===== src/rtl/video_pkg.sv =====
// Shared TMDS constants, stage bundle and symbol helpers for the DVI encoder.
package video_pkg;

  localparam int TMDS_SYM_W = 10;

  localparam logic [TMDS_SYM_W-1:0] CTRL_00 = 10'h354;
  localparam logic [TMDS_SYM_W-1:0] CTRL_01 = 10'h0AB;
  localparam logic [TMDS_SYM_W-1:0] CTRL_10 = 10'h154;
  localparam logic [TMDS_SYM_W-1:0] CTRL_11 = 10'h2AB;

  typedef struct packed {
    logic       de;
    logic [1:0] ctrl;
    logic [8:0] qm;
    logic [3:0] n1;
  } tmds_s1_t;

  function automatic logic [TMDS_SYM_W-1:0] ctrl_code(
    input logic [1:0] c
  );
    logic [TMDS_SYM_W-1:0] s;
    unique case (c)
      2'b00:   s = CTRL_00;
      2'b01:   s = CTRL_01;
      2'b10:   s = CTRL_10;
      default: s = CTRL_11;
    endcase
    return s;
  endfunction

  function automatic logic [3:0] ones8(
    input logic [7:0] d
  );
    logic [3:0] n;
    n = '0;
    for (int i = 0; i < 8; i++) begin
      n = n + {3'b000, d[i]};
    end
    return n;
  endfunction

  // Transition-minimising stage; bit 8 flags the XOR chain.
  function automatic logic [8:0] tmds_qm(
    input logic [7:0] d
  );
    logic [3:0] n;
    logic       x;
    logic [8:0] q;
    n    = ones8(d);
    x    = (n > 4'd4) || ((n == 4'd4) && !d[0]);
    q    = '0;
    q[0] = d[0];
    for (int i = 1; i < 8; i++) begin
      q[i] = x ? ~(q[i-1] ^ d[i]) : (q[i-1] ^ d[i]);
    end
    q[8] = ~x;
    return q;
  endfunction

endpackage


===== src/rtl/tmds_channel_enc.sv =====
// One TMDS channel: q_m stage, then symbol select with running disparity.
// TMDS_DISPARITY_MON_EN exposes the disparity counter on cnt_o.
module tmds_channel_enc
  import video_pkg::*;
#(
  parameter int         CNT_W      = 5,
  parameter logic [1:0] RESET_CTRL = 2'b00
) (
  input  logic                  clk,
  input  logic                  rst_n,
  input  logic [7:0]            d_i,
  input  logic                  de_i,
  input  logic [1:0]            ctrl_i,
  output logic [TMDS_SYM_W-1:0] sym_o
`ifdef TMDS_DISPARITY_MON_EN
  ,
  output logic signed [CNT_W-1:0] cnt_o
`endif
);

  localparam logic signed [CNT_W-1:0] TWO  = CNT_W'(2);
  localparam logic signed [CNT_W-1:0] ZERO = '0;
  localparam logic signed [CNT_W-1:0] EIGHT = CNT_W'(8);

  tmds_s1_t s1_d, s1_q;

  logic [TMDS_SYM_W-1:0] sym_d, sym_q;
  logic signed [CNT_W-1:0] cnt_d, cnt_q;
  logic signed [CNT_W-1:0] diff;
  logic [8:0] qm_w;
  logic [7:0] qm;
  logic       qm8;
  logic       pos, neg;

  assign qm_w = tmds_qm(d_i);

  always_comb begin
    s1_d.de   = de_i;
    s1_d.ctrl = ctrl_i;
    s1_d.qm   = qm_w;
    s1_d.n1   = ones8(qm_w[7:0]);
  end

  always_ff @(posedge clk or negedge rst_n) begin
    if (!rst_n) begin
      s1_q <= '0;
    end else begin
      s1_q <= s1_d;
    end
  end

  assign qm   = s1_q.qm[7:0];
  assign qm8  = s1_q.qm[8];
  // N1 - N0 == 2*N1 - 8
  assign diff = CNT_W'({s1_q.n1, 1'b0}) - EIGHT;
  assign pos  = !cnt_q[CNT_W-1] && (cnt_q != ZERO);
  assign neg  = cnt_q[CNT_W-1];

  always_comb begin
    sym_d = ctrl_code(s1_q.ctrl);
    cnt_d = ZERO;
    if (s1_q.de) begin
      if ((cnt_q == ZERO) || (s1_q.n1 == 4'd4)) begin
        sym_d = {~qm8, qm8, qm8 ? qm : ~qm};
        cnt_d = qm8 ? (cnt_q + diff) : (cnt_q - diff);
      end else if ((pos && (s1_q.n1 > 4'd4)) ||
                   (neg && (s1_q.n1 < 4'd4))) begin
        sym_d = {1'b1, qm8, ~qm};
        cnt_d = cnt_q + (qm8 ? TWO : ZERO) - diff;
      end else begin
        sym_d = {1'b0, qm8, qm};
        cnt_d = cnt_q - (qm8 ? ZERO : TWO) + diff;
      end
    end
  end

  always_ff @(posedge clk or negedge rst_n) begin
    if (!rst_n) begin
      sym_q <= ctrl_code(RESET_CTRL);
      cnt_q <= ZERO;
    end else begin
      sym_q <= sym_d;
      cnt_q <= cnt_d;
    end
  end

  assign sym_o = sym_q;

`ifdef TMDS_DISPARITY_MON_EN
  assign cnt_o = cnt_q;
`endif

endmodule


===== src/rtl/tmds_encoder_rgb.sv =====
// Three-channel DVI TMDS encoder, 2-cycle latency, sync carried on blue.
// TMDS_DISPARITY_MON_EN adds disp_r/g/b and sticky disp_err outputs.
module tmds_encoder_rgb
  import video_pkg::*;
#(
  parameter int         CNT_W      = 5,
  parameter logic [1:0] RESET_CTRL = 2'b00
) (
  input  logic                  clk,
  input  logic                  rst_n,
  input  logic [7:0]            rgb_r,
  input  logic [7:0]            rgb_g,
  input  logic [7:0]            rgb_b,
  input  logic                  de,
  input  logic                  hsync,
  input  logic                  vsync,
  output logic [TMDS_SYM_W-1:0] tmds_r,
  output logic [TMDS_SYM_W-1:0] tmds_g,
  output logic [TMDS_SYM_W-1:0] tmds_b
`ifdef TMDS_DISPARITY_MON_EN
  ,
  output logic signed [CNT_W-1:0] disp_r,
  output logic signed [CNT_W-1:0] disp_g,
  output logic signed [CNT_W-1:0] disp_b,
  output logic                    disp_err
`endif
);

  logic [1:0] ctrl_b;

  assign ctrl_b = {vsync, hsync};

  tmds_channel_enc #(
    .CNT_W      (CNT_W),
    .RESET_CTRL (RESET_CTRL)
  ) u_ch2 (
    .clk    (clk),
    .rst_n  (rst_n),
    .d_i    (rgb_r),
    .de_i   (de),
    .ctrl_i (2'b00),
`ifdef TMDS_DISPARITY_MON_EN
    .cnt_o  (disp_r),
`endif
    .sym_o  (tmds_r)
  );

  tmds_channel_enc #(
    .CNT_W      (CNT_W),
    .RESET_CTRL (RESET_CTRL)
  ) u_ch1 (
    .clk    (clk),
    .rst_n  (rst_n),
    .d_i    (rgb_g),
    .de_i   (de),
    .ctrl_i (2'b00),
`ifdef TMDS_DISPARITY_MON_EN
    .cnt_o  (disp_g),
`endif
    .sym_o  (tmds_g)
  );

  tmds_channel_enc #(
    .CNT_W      (CNT_W),
    .RESET_CTRL (RESET_CTRL)
  ) u_ch0 (
    .clk    (clk),
    .rst_n  (rst_n),
    .d_i    (rgb_b),
    .de_i   (de),
    .ctrl_i (ctrl_b),
`ifdef TMDS_DISPARITY_MON_EN
    .cnt_o  (disp_b),
`endif
    .sym_o  (tmds_b)
  );

`ifdef TMDS_DISPARITY_MON_EN
  localparam logic signed [CNT_W-1:0] LIM  = CNT_W'(10);
  localparam logic signed [CNT_W-1:0] NLIM = -LIM;

  logic disp_err_d, disp_err_q;

  always_comb begin
    disp_err_d = disp_err_q;
    if ((disp_r > LIM) || (disp_r < NLIM) ||
        (disp_g > LIM) || (disp_g < NLIM) ||
        (disp_b > LIM) || (disp_b < NLIM)) begin
      disp_err_d = 1'b1;
    end
  end

  always_ff @(posedge clk or negedge rst_n) begin
    if (!rst_n) begin
      disp_err_q <= 1'b0;
    end else begin
      disp_err_q <= disp_err_d;
    end
  end

  assign disp_err = disp_err_q;
`endif

endmodule


===== config.mk =====
export PLATFORM = sky130hd
export DESIGN_NAME = tmds_encoder_rgb
export DESIGN_NICKNAME = d
export VERILOG_FILES = /design/src/rtl/video_pkg.sv /design/src/rtl/tmds_channel_enc.sv /design/src/rtl/tmds_encoder_rgb.sv
export SDC_FILE = /design/constraint.sdc
export NUM_CORES = 1
export LEC_CHECK = 0
export CAP_MARGIN = 20
export CORE_MARGIN = 2
export CORE_UTILIZATION = 46
export DETAILED_ROUTE_END_ITERATION = 10
export PLACE_DENSITY = 0.64
export SLEW_MARGIN = 20
export SYNTH_ARGS = -nofsm -noshare
export SYNTH_HDL_FRONTEND = slang
export SYNTH_SLANG_ARGS = --single-unit

===== constraint.sdc =====
create_clock -name clk -period 2.7 [get_ports clk]
set_input_delay 0.81 -clock clk [delete_from_list [all_inputs] [get_ports clk]]
set_output_delay 0.81 -clock clk [all_outputs]
set_load 0.01 [all_outputs]

Word-level counts from Yosys, hierarchy flattened
Cells that the tools add are included.
{ "op_classes": {"mux": 52, "bitwise": 51, "magnitude_cmp": 9, "reduce_logical": 34, "n_eq_ne": 8, "n_addsub": 63} }
{ "op_table": {"columns": ["operator", "count"], "rows": [
  ["adder 4 x 1 -> 4 bit", 36],
  ["two-way mux 10 bit", 9],
  ["two-way mux 5 bit", 12],
  ["adder 5 bit", 9],
  ["subtractor 5 bit", 9],
  ["case mux 10 bit (3 select lines)", 1],
  ["NOT 1 bit", 27],
  ["== test 4 x 3 -> 1 bit, second input constant", 6],
  ["greater-than comparator 4 x 3 -> 1 bit, second input constant", 6],
  ["two-way mux 8 bit", 3],
  ["NOT 8 bit", 3],
  ["two-way mux 1 bit", 21],
  ["bitwise XOR 1 bit", 21],
  ["logical NOT 5 bit", 3],
  ["nonzero test 5 bit", 3],
  ["subtractor 5 x 4 -> 5 bit, second input constant", 3],
  ["adder 1 x 1 -> 2 bit", 6],
  ["logical AND 1 bit", 12],
  ["less-than comparator 4 x 3 -> 1 bit, second input constant", 3],
  ["two-way mux 2 bit", 6],
  ["logical OR 1 bit", 9],
  ["logical NOT 1 bit", 6],
  ["== test 2 x 1 -> 1 bit, second input constant", 1],
  ["== test 2 bit, second input constant", 1],
  ["logical NOT 2 bit", 1]
]} }
{ "word_totals": {"regBits": 87, "in_bits": 29, "output_inout_bits": 30} }

Depth between registers and ports, before layout
Gate-level depths: netlist (run 1).
{ "logic_depth": {"depth_word": 30, "depth_mapped": 20} }

By module
A second synthesis (run 1) with hierarchy kept.
{ "hier_totals": {"hier_cells": 620, "hier_area_um2": 6759.0} }
{ "by_module_without_submodules": {"columns": ["mod", "area_each_um2", "n_inst", "cells_each"], "rows": [
  ["tmds_channel_enc at u_ch2", 2260.9, 1, 210],
  ["tmds_channel_enc at u_ch1", 2257.2, 1, 201],
  ["tmds_channel_enc at u_ch0", 2237.1, 1, 208],
  ["tmds_encoder_rgb", 3.8, 1, 1]
]} }

Least setup slack after synthesis (run 1)
OpenSTA, ideal clock, no wires.
{ "synth_path": {"path_kind": "input-to-reg", "startpoint": "input rgb_g[0]", "endpoint": "register u_ch1.s1_q[1] (netlist name)", "n_path_buf": 0, "arrival_ns": 5.996, "setup_time_ns": 0.064, "cell_stages": 20, "setup_slack_ns": -3.360, "cell_sequence": "ha_1 inv_1 fa_1 fa_1 inv_1 fa_1 fa_1 nor3b_1 o21ai_0 a21oi_1 xnor2_1 ha_1 inv_1 fa_1 inv_1 fa_1 fa_1 inv_1 fa_1 inv_1"} }
{ "synth_rtl": {"columns": ["item", "line_no", "rtl"], "rows": [
  ["start: declaration", "tmds_encoder_rgb.sv:12", "input logic [7:0] rgb_g,"],
  ["end signal: assignment", "tmds_channel_enc.sv:46", "s1_q <= '0;"],
  ["end signal: assignment", "tmds_channel_enc.sv:48", "s1_q <= s1_d;"],
  ["end: declaration", "tmds_channel_enc.sv:25", "tmds_s1_t s1_d, s1_q;"]
]} }

==> impl_summary.md, run 1 <==
Drt
In the final routed layout, each cell accounts on average for about 13 um. The remaining antenna violation count is 0. Dividing the detail-routed via count by the number of cells gives roughly 4.7. The detailed router placed approximately 4.2k vias in this run. For this run, design rule violations remaining after detail routing come to 0.

The final wirelength is around 12000 um. The number of iterations in the first detailed-routing pass is 4. After the first detailed-routing iteration, the DRC count stood at ~120.

Worst setup path
The biggest cell delay along the critical path is about 520 ps. The cell family contributing the most delay on the critical path is adder cells. The critical path contains buffers and inverters numbering 7 combined. The slowest stage of the critical path is the sky130_fd_sc_hd__fa_1 cell.

The worst setup path is launched from an input port. The most frequent cell on the critical path is sky130_fd_sc_hd__inv_2. The worst setup path is captured at a register. For flop-to-flop paths, the worst setup slack is 250 ps.

In this run the critical register-to-register path is launched from u_ch0.qm8$_DFF_PN0_. The setup path with the least slack is of type in -> reg. Traced cell by cell, the critical path runs through buf_8, ha_4, inv_2, fa_1, fa_1, inv_2, fa_2, fa_1, nor3b_2, o21ai_1, a21oi_2, xnor2_2, ha_1, inv_2, fa_1, inv_2, fa_1, fa_2, inv_2, fa_2, inv_2. The signal arrival time at the worst endpoint is 5910 ps. The maximum net fanout on the critical path is 2. The origin of the worst setup path is rgb_g[0]. The data required time of the critical path is 2980 ps.

CTS
In this run the number of H-tree levels came out at 3. Hold repair after CTS inserted 0 buffers. The clock slew seen by the registers of the worst setup and hold paths is about 60 ps. The worst-skew pair later-pin latency is about 330 ps. The CTS tree is done. In this run the deepest clock path goes through 2 buffers. The number of clock sinks is 84. The cell at the root of the clock tree is sky130_fd_sc_hd__clkbuf_16. The CTS buffer count is 9.

Timing
The final hold violation count is 0. Adding up every negative setup slack in the final design gives -45440 ps. The fraction of the cycle the final worst path needs is 208.6%. The setup skew after layout is about 7 ps. The setup-violating endpoint count in the final report is 27. The slew of the pin with the lowest slew margin is slightly above 700 ps. The minimum period implied by the final worst setup slack is between 5000 and 6000 ps. Setup repair after global routing could not meet its margin everywhere. The final-report max-slew violation count is 0.

The highest clock rate is 0.1776 GHz. Across all setup checks in the final design, the least slack found is -2931 ps. The relative max-transition margin is between 50% and 60%.

Cells and area
Once layout is done, the placed cells without fillers occupy approximately 0.0081 sq mm. The filler cells instantiated in the layout total ~1.1k. The final layout contains 850 nets. The multi-input combinational cells in the finished layout cover a total of ~0.0038 sq mm.

The sequential cell area is between 0.002 and 0.0025 sq mm. From synthesis to final layout, the design area changed by 33.22%. The most common library cell in the layout ignoring fill and taps is sky130_fd_sc_hd__inv_1. The number of antenna diodes in the final layout is 0. The ratio of cells with drive above 1 in the final layout is between 20 and 30%.

In the layout the commonest cells are sky130_fd_sc_hd__inv_1 (83), sky130_fd_sc_hd__buf_4 (72), sky130_fd_sc_hd__dfrtp_1 (69).

Synth
The instance count of the mapped netlist is 571. By area, the combinational part of the netlist is dominated by adder cells. The share of synthesized area occupied by flip-flops and latches is a little over a third. The multiplexer share of the synthesized area is between 1.5 and 2%. Summing the areas of all and, or, nand and nor instances in the mapped netlist gives between 7 and 8% of the synthesized area. The adder-cell area share of the yosys netlist is approximately a quarter.

Of the total synthesized cell area, the portion taken by XOR and XNOR cells is a little over an eighth. Counting distinct cell types in the post-synthesis netlist gives 44. Summing every instance area after synthesis gives 0.006090 sq mm.

Dividing the synthesized area by the synthesized cell count gives between 10 and 15 sq um. Of all flip-flops after synthesis, the portion carrying an async set or reset was 100.0%. In this run, synthesis inferred 0 flip-flops with an integrated enable. Yosys printed 0 warnings.

The area fraction in compound gates after synthesis is around 9.7%. Counting flops and latches in the post-synthesis netlist gives 84. The number of nets in the synthesized netlist is roughly 710.

The dominant synthesized flop cell is sky130_fd_sc_hd__dfrtp_1.

Power and ir drop
For this design the ratio of total power to cell area is about 1400 mW/mm^2. The clock group share of total power is 10.3%. The switching share of power is 42.15%. For this design the total switching power over the nets is ~0.0050 W. The cell leakage power is about 4 nW.

The part of the power in combinational logic is between 70 and 80%. Cell internal power was estimated by the tool at approximately 0.007 W. Of the total power, registers draw a little under a fifth.

IR analysis of the VDD net gives a maximum drop of 524.3 uV.

Floorplanning
The die covers roughly 0.014 sq mm. The horizontal die dimension is between 100 and 150 um. The effective utilization at floorplan is 46.54%. The area of the core is ~0.013 sq mm. The die is between 100 and 150 um tall. After floorplanning, the core was divided into 42 placement rows. The number of top-level pins is 59.

Placed design
The last weighted congestion value of the routability-driven placer is roughly 0.85. Summing all placed instances gives a cell area of 0.007428 sq mm. The count of buffers added on input and output ports is between 50 and 60. After legalization and detailed placement, the total HPWL measured approximately 9200 um.

Global routing
The first-pass GRT wire length is about 20000 um. The initial antenna violation count is 0. The number of global-route vias before repair is ~4.5k. The total overflow left after global routing is 0. Entering global routing, the biggest net connects 85 pins. The global-route total usage across every layer is 17.94%.

Flow run
The tool flagged a number of max-cap violations equal to 0.

Status
The flow ran to the end, but the final reports show violations. The checks that failed: setup timing.

Worst hold path
The startpoint of the most critical hold path is u_ch0.qm[2]$_DFF_PN0_. The type of the most critical hold path is reg -> reg.
==> cell usage after synthesis, drive strengths merged (3+ instances only) <==
cell type	number	area share, %
a211oi	7	0.86
a21o	11	1.4
a21oi	24	2.0
a31oi	8	1.3
and2	3	0.31
buf	3	0.25
clkbuf	6	0.37
dfrtp	69	28
dfstp	15	6.5
fa	39	13
ha	67	14
inv	104	6.4
mux2	5	0.92
mux2i	4	0.66
nand2	36	2.2
nor2	26	1.6
nor2b	5	0.51
nor3	4	0.33
nor3b	4	0.49
nor4b	3	0.43
o211ai	6	0.74
o21a	5	0.62
o21ai	12	1.4
o22ai	7	0.72
o31ai	3	0.37
or3	4	0.49
xnor2	52	8.0
xnor3	3	1.1
xor2	27	4.1
==> per-stage QoR <==
step | hold WS (ps) | instances | setup WS [ps] | total power, W | util [%]
floorplan | 390.4 | 571 | -3067 | 0.008014 | -
finish | 422.3 | 896 | -2931 | 0.01176 | 62.00
global placement | 413.1 | 855 | -3513 | 0.009783 | 56.77
CTS | 422.9 | 896 | -3171 | 0.01172 | 61.26
detailed placement | 415.3 | 855 | -3680 | 0.01009 | 56.77
global route | 432.0 | 896 | -3104 | 0.01297 | 62.00
==> power by group through the flow <==
stage | Combinational (W) | Clock (W) | Sequential, W
final | 0.00829 | 0.00121 | 0.00226
after global routing | 0.00938 | 0.00127 | 0.00232
after CTS | 0.00823 | 0.00123 | 0.00226
after detailed placement | 0.00781 | 0 | 0.00228
after global placement | 0.00752 | 0 | 0.00227
after floorplan | 0.00577 | 0 | 0.00224
==> worst register-to-register path, delay by kind of cell (launching register included) <==
| family | cells | cell delay [ps] |
|---|---|---|
| AO/OA/AOI/OAI | 3 | 500 |
| XOR/XNOR | 1 | 190 |
| flip-flops | 1 | 390 |
| buffers and inverters | 2 | 380 |
| adder cells (fa/ha/maj) | 2 | 830 |
==> area by class of cell <==
cell class,count,area share [%]
timing repair buffer,142,15.79
clock inverter,6,0.7866
tap,176,2.714
sequential,84,26.14
clock buffer,10,2.822
multi-input combinational,374,46.90
inverter,104,4.843
==> worst paths after layout <==
kind | cells past startpoint | endpoint
max | 21 | u_ch1.s1_q[1]$_DFF_PN0_
min | 1 | u_ch0.sym_o[2]$_DFF_PN1_
max reg2reg | 8 | u_ch0.cnt_q[3]$_DFF_PN0_
min reg2reg | 1 | u_ch0.sym_o[2]$_DFF_PN1_
max in group asynchronous | 2 | u_ch2.sym_o[6]$_DFF_PN1_
min in group asynchronous | 2 | u_ch0.qm[0]$_DFF_PN0_
==> metal layers <==
| layer | wire (um) | GRT usage (%) | vias to the layer above |
|---|---|---|---|
| met4 | 147 | 4.836 | 0 |
| met5 | 0 | 0 | - |
| met2 | 6109 | 31.50 | 53 |
| met3 | 343 | 2.730 | 10 |
| li1 | - | - | 2111 |
| met1 | 5369 | 23.12 | 2062 |
==> sequential cells by signal (all words and copies together), names as in the netlist <==
signal,cells
u_ch2.qm8,1
u_ch1.cnt_q,4
u_ch2.s1_q,4
u_ch0.s1_q,7
u_ch1.s1_q,4
u_ch0.qm8,1
u_ch1.qm8,1
u_ch0.sym_o,10
u_ch2.qm,8
u_ch2.sym_o,10
u_ch0.cnt_q,4
u_ch2.cnt_q,4
u_ch0.qm,8
u_ch1.sym_o,10
u_ch1.qm,8
==> kinds of logic after synthesis <==
family | count (synthesis)
AO/OA/AOI/OAI | 86
XOR/XNOR | 82
adder cells (fa/ha/maj) | 106
buffers and inverters | 113
flip-flops | 84
multiplexers | 9
AND/OR/NAND/NOR | 91
==> timing repair <==
item | 4_1_cts | 5_1_grt
pin swaps | 32 | 29
buffers inserted | 27 | 10
cloned | 0 | 0
setup endpoints to repair | 28 | 28
gates resized for setup | 67 | 25
Power figures use the tool's default switching activity.
==> run 2: changes to the inputs <==
CORE_MARGIN = default   (was 2)
clock period = 6.29 ns   (was 2.7 ns; I/O delays follow)
==> impl_summary.md, run 2 (synthesized netlist as in run 1, its figures left out) <==
Placed design
Routability-driven placement finished with a final weighted congestion of between 0.8 and 0.9. The number of instances in the placed design is slightly above 800. Once detailed placement completed, the half-perimeter wirelength came to approximately 9200 um. The count of buffers added on input and output ports is 58.

Timing
Setup repair after global routing could not meet its margin everywhere. The smallest clock period supported by the final layout is computed as between 6000 and 7000 ps. The final hold violation count is 0.

The fraction of the cycle the final worst path needs is 105.8%. The highest clock rate is approximately 0.15 GHz. The relative max-transition margin is 46.20%.

The setup-violating endpoint count in the final report is 8. The final total negative setup slack is -1999 ps. Once routing completed, OpenROAD measured the worst setup slack at -367.4 ps. The clock arrives with about 9 ps of skew. The final-report max-slew violation count is 0. For the pin with the worst max-slew slack, the measured transition is approximately 810 ps.

Worst setup path
The maximum net fanout on the critical path is 2. Data on the critical path arrives at its endpoint at 6940 ps. Data on the critical path is required at its endpoint by around 6600 ps.

The worst setup path is captured at a register. The highest-delay cell along the critical path is sky130_fd_sc_hd__fa_1. The reg-to-reg setup timing slack is 3610 ps. Traced cell by cell, the critical path runs through buf_8, ha_4, inv_2, fa_1, fa_1, inv_2, fa_2, fa_1, nor3b_2, o21ai_1, a21oi_2, xnor2_2, ha_1, inv_1, fa_1, inv_1, fa_1, fa_2, inv_2, fa_2, inv_1. The worst setup path is of the in -> reg kind. For this run, the slowest stage of the critical path takes slightly above 500 ps. The most frequent cell on the critical path is sky130_fd_sc_hd__fa_1. The worst setup path is launched from an input port.

Floorplanning
The floorplan die height is 117.1 um. After floorplanning, the core was sized to cover roughly 0.013 sq mm. The overall die area is between 0.01 and 0.015 sq mm. The row count is a little over 40.

During I/O placement, the number of pins put on the boundary was a little under 60. The horizontal die dimension is around 120 um. The effective utilization at floorplan is a little under half.

Global routing
The initial antenna violation count is 0. The total overflow reported by the global router is 0. The first global-routing pass estimated 19950 um of wire. The number of global-route vias before repair was 4277. Entering global routing, the biggest net connects 85 pins. For this run, the total global-route usage over all layers was measured as 19.30%.

CTS
The cell at the root of the clock tree is sky130_fd_sc_hd__clkbuf_16. The deepest level of the CTS H-tree is 3. The number of buffers inserted by hold repair at cts is 0.

After clock tree synthesis, the clock-pin slew on the worst setup and hold paths is 60 ps. The number of buffers on the longest clock path is 2. The CTS buffer count is 9.

The worst-skew pair later-pin latency is about 340 ps. TritonCTS built the clock tree. The clock drives 84 sinks.

Worst hold path
The min-delay analysis places its worst path in the category reg -> reg.

Status
The final reports fail on setup timing. The run finished, with violations left.

Cells and area
The most common library cell in the layout ignoring fill and taps is sky130_fd_sc_hd__inv_1. Leaving out fill and tap cells, the most frequent cells in the layout are sky130_fd_sc_hd__inv_1 (90), sky130_fd_sc_hd__dfrtp_1 (69), sky130_fd_sc_hd__ha_1 (64). The net count of the finished layout is ~810. Relative to the synthesized area, the layout overhead comes to 25.21%. The number of inserted diodes is 0. The number of non-filler instances in the completed layout is 848. In the final layout, the share of cells above drive strength 1 is between 20% and 30%. The core occupancy in the finished layout is between 50% and 60%.

Drt
The via-per-instance ratio is a little under 5. The iteration-0 DRC count of the detailed router is about 150. The remaining antenna violation count is 0. In the final routed layout, each cell accounts on average for roughly 14 um.

The first TritonRoute pass finished after 4 iterations. For this run, design rule violations remaining after detail routing come to 0. The via count is about 4k. The final wirelength is about 12000 um.

Flow run
The number of max-cap violations is 0.
[run 2: cell count changes in the layout (fill, tap and decap cells not counted), moves of 4 or more]
| cell | delta |
|---|---|
| sky130_fd_sc_hd__inv_2 | -7 |
| sky130_fd_sc_hd__xnor2_4 | -4 |
| sky130_fd_sc_hd__xnor2_1 | +8 |
| sky130_fd_sc_hd__buf_4 | -34 |
| sky130_fd_sc_hd__buf_6 | -7 |
| sky130_fd_sc_hd__inv_1 | +7 |
| sky130_fd_sc_hd__xnor2_2 | -4 |
[run 2: repair_timing]
action                     in CTS  in global routing
buffers inserted                6                  4
resized for setup              47                 13
pin swaps                      28                 25
hold endpoints to repair        0                  0
setup endpoints to repair      12                 12
[run 2: final cells by class]
cell class	instances	area, sq um
sequential	84	2121
tap	172	215.2
inverter	104	392.9
multi-input combinational	374	3687
fill	1048	5149
timing repair buffer	98	897.1
clock inverter	4	55.05
clock buffer	12	256.5
[run 2: through the flow]
step	setup slack [ps]	area, sq um	hold slack [ps]
floorplan	-554.9	6190	390.4
global placement	-954.0	7178	403.4
detailed placement	-1088	7178	402.9
CTS	-503.1	7552	414.9
global route	-583.6	7625	443.9
finish	-367.4	7625	415.2
[run 2: routing by layer]
| metal | vias up | routed length [um] | part of all wire [%] | GRT usage (%) |
|---|---|---|---|---|
| met5 | - | 0 | 0 | 0 |
| met2 | 45 | 6029 | 51 | 33.14 |
| met3 | 10 | 230 | 1.9 | 2.781 |
| met1 | 2029 | 5490 | 46 | 25.01 |
| li1 | 2037 | - | - | - |
| met4 | 0 | 147 | 1.2 | 6.835 |
[run 2: final timing paths]
kind / startpoint / endpoint / cells after the start
setup / recovery: rgb_g[0] / u_ch1.s1_q[1]$_DFF_PN0_ / 21
hold / removal: u_ch0.qm[2]$_DFF_PN0_ / u_ch0.sym_o[2]$_DFF_PN1_ / 1
setup reg to reg: u_ch0.qm8$_DFF_PN0_ / u_ch0.cnt_q[3]$_DFF_PN0_ / 9
hold reg to reg: u_ch0.qm[2]$_DFF_PN0_ / u_ch0.sym_o[2]$_DFF_PN1_ / 1
max in group asynchronous: rst_n / u_ch0.cnt_q[1]$_DFF_PN0_ / 1
min in group asynchronous: rst_n / u_ch0.s1_q[13]$_DFF_PN0_ / 1
[run 2: critical path: cells and delay by family]
family                     cells  cell delay, ps
and+or+nand+nor                1             220
AOI/OAI and AO/OA              2             320
buffers and inverters          7             380
adders and majority gates     10            4020
xor gates and xnor gates       1              90
Power of run 2 is not shown: default switching activity piles up to over one toggle a cycle in this logic, so the estimate is an artifact.
==> run 3: changes to the inputs <==
--- a/config.mk
+++ b/config.mk
@@ -6,6 +6,6 @@
 export NUM_CORES = 1
 export LEC_CHECK = 0
-export CAP_MARGIN = 20
 export CORE_UTILIZATION = 46
+export CTS_CLUSTER_DIAMETER = 50
 export DETAILED_ROUTE_END_ITERATION = 10
 export PLACE_DENSITY = 0.64
==> constraint.sdc (replaced) <==
create_clock -name clk -period 6.29 [get_ports clk]
set_input_delay 1.258 -clock clk [delete_from_list [all_inputs] [get_ports clk]]
set_output_delay 1.258 -clock clk [all_outputs]
set_load 0.01 [all_outputs]
==> impl_summary.md, run 3 (synthesized netlist as in run 1, its figures left out) <==
Timing
The final-report max-slew violation count is 0. The setup skew after layout is just under 5 ps. Static timing analysis puts the maximum clock frequency at around 0.17 GHz. The final hold violation count is 0. The setup-violating endpoint count in the final report is 0. The final total negative setup slack is 0 ps. Setup repair after global routing left no endpoint under its margin. Measured against its own limit, the worst slew margin works out to between 50% and 60%. The minimum period implied by the final worst setup slack is 6053 ps. The slew of the pin with the lowest slew margin is 722.7 ps.

Dividing the final minimum period by the clock period gives 96.23%. The worst setup margin is 236.9 ps.

Floorplanning
The floorplan die height is about 120 um. The die covers about 0.014 sq mm. The number of top-level pins is 59.

The horizontal die dimension is roughly 120 um. The area of the core is 0.01277 sq mm. In this run the core area contains 41 standard-cell rows.

Once the floorplan was initialized, standard cells occupied around 48% of the core.

Cells and area
The number of non-filler instances in the completed layout is 830. In the layout the commonest cells are sky130_fd_sc_hd__inv_1 (99), sky130_fd_sc_hd__dfrtp_1 (69), sky130_fd_sc_hd__ha_1 (64). The area growth from synthesis to layout is 21.96%. The library cell used most frequently in the layout, excluding fill and tap cells, is sky130_fd_sc_hd__inv_1. The final layout net count is 788. 0 antenna diodes ended up in the layout. Counting the fill cells in the layout gives 1067.

The finished cells cover 0.007427 sq mm. In the final layout, the share of cells above drive strength 1 is between 10 and 15%.

Worst setup path
The kind of critical path is in -> reg. Data on the critical path is required at its endpoint by approximately 6600 ps. Measured in cells, the most critical reg-to-reg path has a length of 9.

In this run the critical register-to-register path is captured at u_ch0.cnt_q[3]$_DFF_PN0_. The worst setup path is captured at a register. The critical path launch point type is an input port. The signal arrival time at the worst endpoint is 6330 ps. The beginning of the worst register-to-register path is u_ch0.qm8$_DFF_PN0_. The worst register-to-register path has a setup slack of roughly 3600 ps.

Of all nets on the critical path, the largest fanout is 2.

Placed design
After detailed placement, the design holds a cell count of ~800. During placement, the flow inserted port buffers numbering 58. The last weighted congestion value of the routability-driven placer is 0.7912. The HPWL after detailed placement is 8983 um. After detailed placement, the total cell area comes to about 0.007 sq mm. Timing analysis after detailed placement gives a worst setup slack of -639.7 ps.

Global routing
Entering global routing, the biggest net connects 50 pins. The first global-routing pass estimated ~20000 um of wire. Across every metal layer, demand over resource in global routing totals between 10% and 20%. The total overflow reported by the global router is 0. The initial antenna violation count is 0. The number of global-route vias before repair was approximately 4.3k.

Worst hold path
The startpoint of the most critical hold path is u_ch0.qm[2]$_DFF_PN0_. The worst hold path belongs to the class reg -> reg. The worst hold path depth is 1. The endpoint of the worst hold path is u_ch0.sym_o[2]$_DFF_PN1_.

Power and ir drop
The sequential cell fraction of total power is about a fifth. The part of the power in combinational logic is 67.8%. The power density over the cells is 637.4 mW/mm^2.

Of the total power, the clock network draws roughly an eighth. Net switching is 42.49% of the power. The cell leakage power is between 3 and 4 nW. The net switching power of the design is between 0.002 and 0.0025 W. IR analysis of the VDD net gives a maximum drop of around 200 uV. Cell internal power was estimated by the tool at about 0.0027 W.

CTS
The CTS tree is done. TritonCTS created 9 clock buffers. The deepest level of the CTS H-tree is 3. The clock passes through at most 2 buffers.

CTS saw between 80 and 90 sinks. The later pin in the worst-skew pair is clocked with a latency of between 300 and 400 ps. The cell at the root of the clock tree is sky130_fd_sc_hd__clkbuf_16.

The clock slew seen by the registers of the worst setup and hold paths is roughly 60 ps. The number of buffers inserted by hold repair at cts is 0.

Drt
Once detail routing completed, the nets flagged for antenna violations numbered 0. The number of iterations in the first detailed-routing pass is 6. The final route contains roughly 4.1k vias.

In this run, the number of DRC markers left after iteration 0 of detailed routing was approximately 100. The final routed wire length divided by cell count is 13.76 um. For this run, design rule violations remaining after detail routing come to 0.

The final wirelength is around 11000 um. The via-per-instance ratio is around 4.9.

Flow run
The number of max-cap violations is 0.

Status
The flow ran to the end, and the final reports show no timing, DRC or antenna violations.
run 3: cell types whose count changed in the layout (fill, tap and decap cells not counted), sizes merged:
cell,previous run,this run
clkdlybuf4s50,45,47
dlymetal6s2s,0,5
buf,47,23
inv,105,104
bufinv,1,2
clkbuf,12,16
dlygate4sd2,6,1
run 3: layout make-up:
type / count / area [sq um] / share of cell area, %
timing repair buffer: 80 / 734.5 / 9.889
sequential: 84 / 2121 / 28.55
clock inverter: 4 / 72.57 / 0.9771
inverter: 104 / 390.4 / 5.256
multi-input combinational: 374 / 3647 / 49.11
clock buffer: 12 / 246.5 / 3.319
tap: 172 / 215.2 / 2.898
run 3: metrics by stage:
stage / utilization [%] / total power, W / hold slack (ps)
final: 58.14 / 0.004734 / 422.0
after global routing: 58.14 / 0.005272 / 444.6
after detailed placement: 54.91 / 0.004135 / 416.4
after CTS: 57.83 / 0.004746 / 425.1
after global placement: 54.91 / 0.004020 / 413.5
after floorplan: - / 0.003382 / 390.4
run 3: routing by layer:
metal	part of all wire [%]	vias up	track usage [%]	wire, um
li1	-	1992	-	-
met1	47	2008	24.61	5339
met2	50	47	32.27	5653
met3	1.9	16	2.111	220
met4	1.8	0	7.426	204
met5	0	-	0	0
run 3: critical path, stage by stage:
cell                              delay, ps
sky130_fd_sc_hd__clkdlybuf4s50_1        480
sky130_fd_sc_hd__inv_1                   60
sky130_fd_sc_hd__fa_1                   490
sky130_fd_sc_hd__fa_1                   500
sky130_fd_sc_hd__inv_1                   50
sky130_fd_sc_hd__fa_2                   340
sky130_fd_sc_hd__fa_1                   450
sky130_fd_sc_hd__nor3b_2                210
sky130_fd_sc_hd__o22ai_2                120
sky130_fd_sc_hd__xnor2_1                150
sky130_fd_sc_hd__ha_1                   270
sky130_fd_sc_hd__inv_1                   50
sky130_fd_sc_hd__fa_1                   490
sky130_fd_sc_hd__inv_1                   50
sky130_fd_sc_hd__fa_1                   480
sky130_fd_sc_hd__fa_2                   350
sky130_fd_sc_hd__inv_1                   70
sky130_fd_sc_hd__fa_1                   400
sky130_fd_sc_hd__inv_1                   60
run 3: worst max-delay path by stage:
| stage | start | end | depth (start not counted) |
|---|---|---|---|
| final | rgb_b[2] | u_ch0.s1_q[1]$_DFF_PN0_ | 19 |
| after global routing | rgb_b[2] | u_ch0.s1_q[1]$_DFF_PN0_ | 19 |
| after CTS | rgb_g[0] | u_ch1.s1_q[1]$_DFF_PN0_ | 21 |
| after detailed placement | rgb_g[0] | u_ch1.s1_q[1]$_DFF_PN0_ | 21 |
| after global placement | rgb_b[0] | u_ch0.s1_q[1]$_DFF_PN0_ | 20 |
| after floorplan | rgb_g[0] | u_ch1.s1_q[1]$_DFF_PN0_ | 20 |
run 3: power by group through the flow:
| stage | Combinational [W] | Sequential [W] | Clock [W] |
|---|---|---|---|
| after floorplan | 0.00242 | 0.000962 | 0 |
| after global placement | 0.00304 | 0.000975 | 0 |
| after detailed placement | 0.00316 | 0.000978 | 0 |
| after CTS | 0.00320 | 0.000970 | 0.000573 |
| after global routing | 0.00368 | 0.000995 | 0.000592 |
| final | 0.00321 | 0.000969 | 0.000557 |
run 3: what timing repair did:
| item | in CTS | in global routing |
|---|---|---|
| endpoints found under the setup margin | 7 | 6 |
| pin swaps | 9 | 5 |
| resized for setup | 18 | 20 |
| buffers inserted | 1 | 2 |
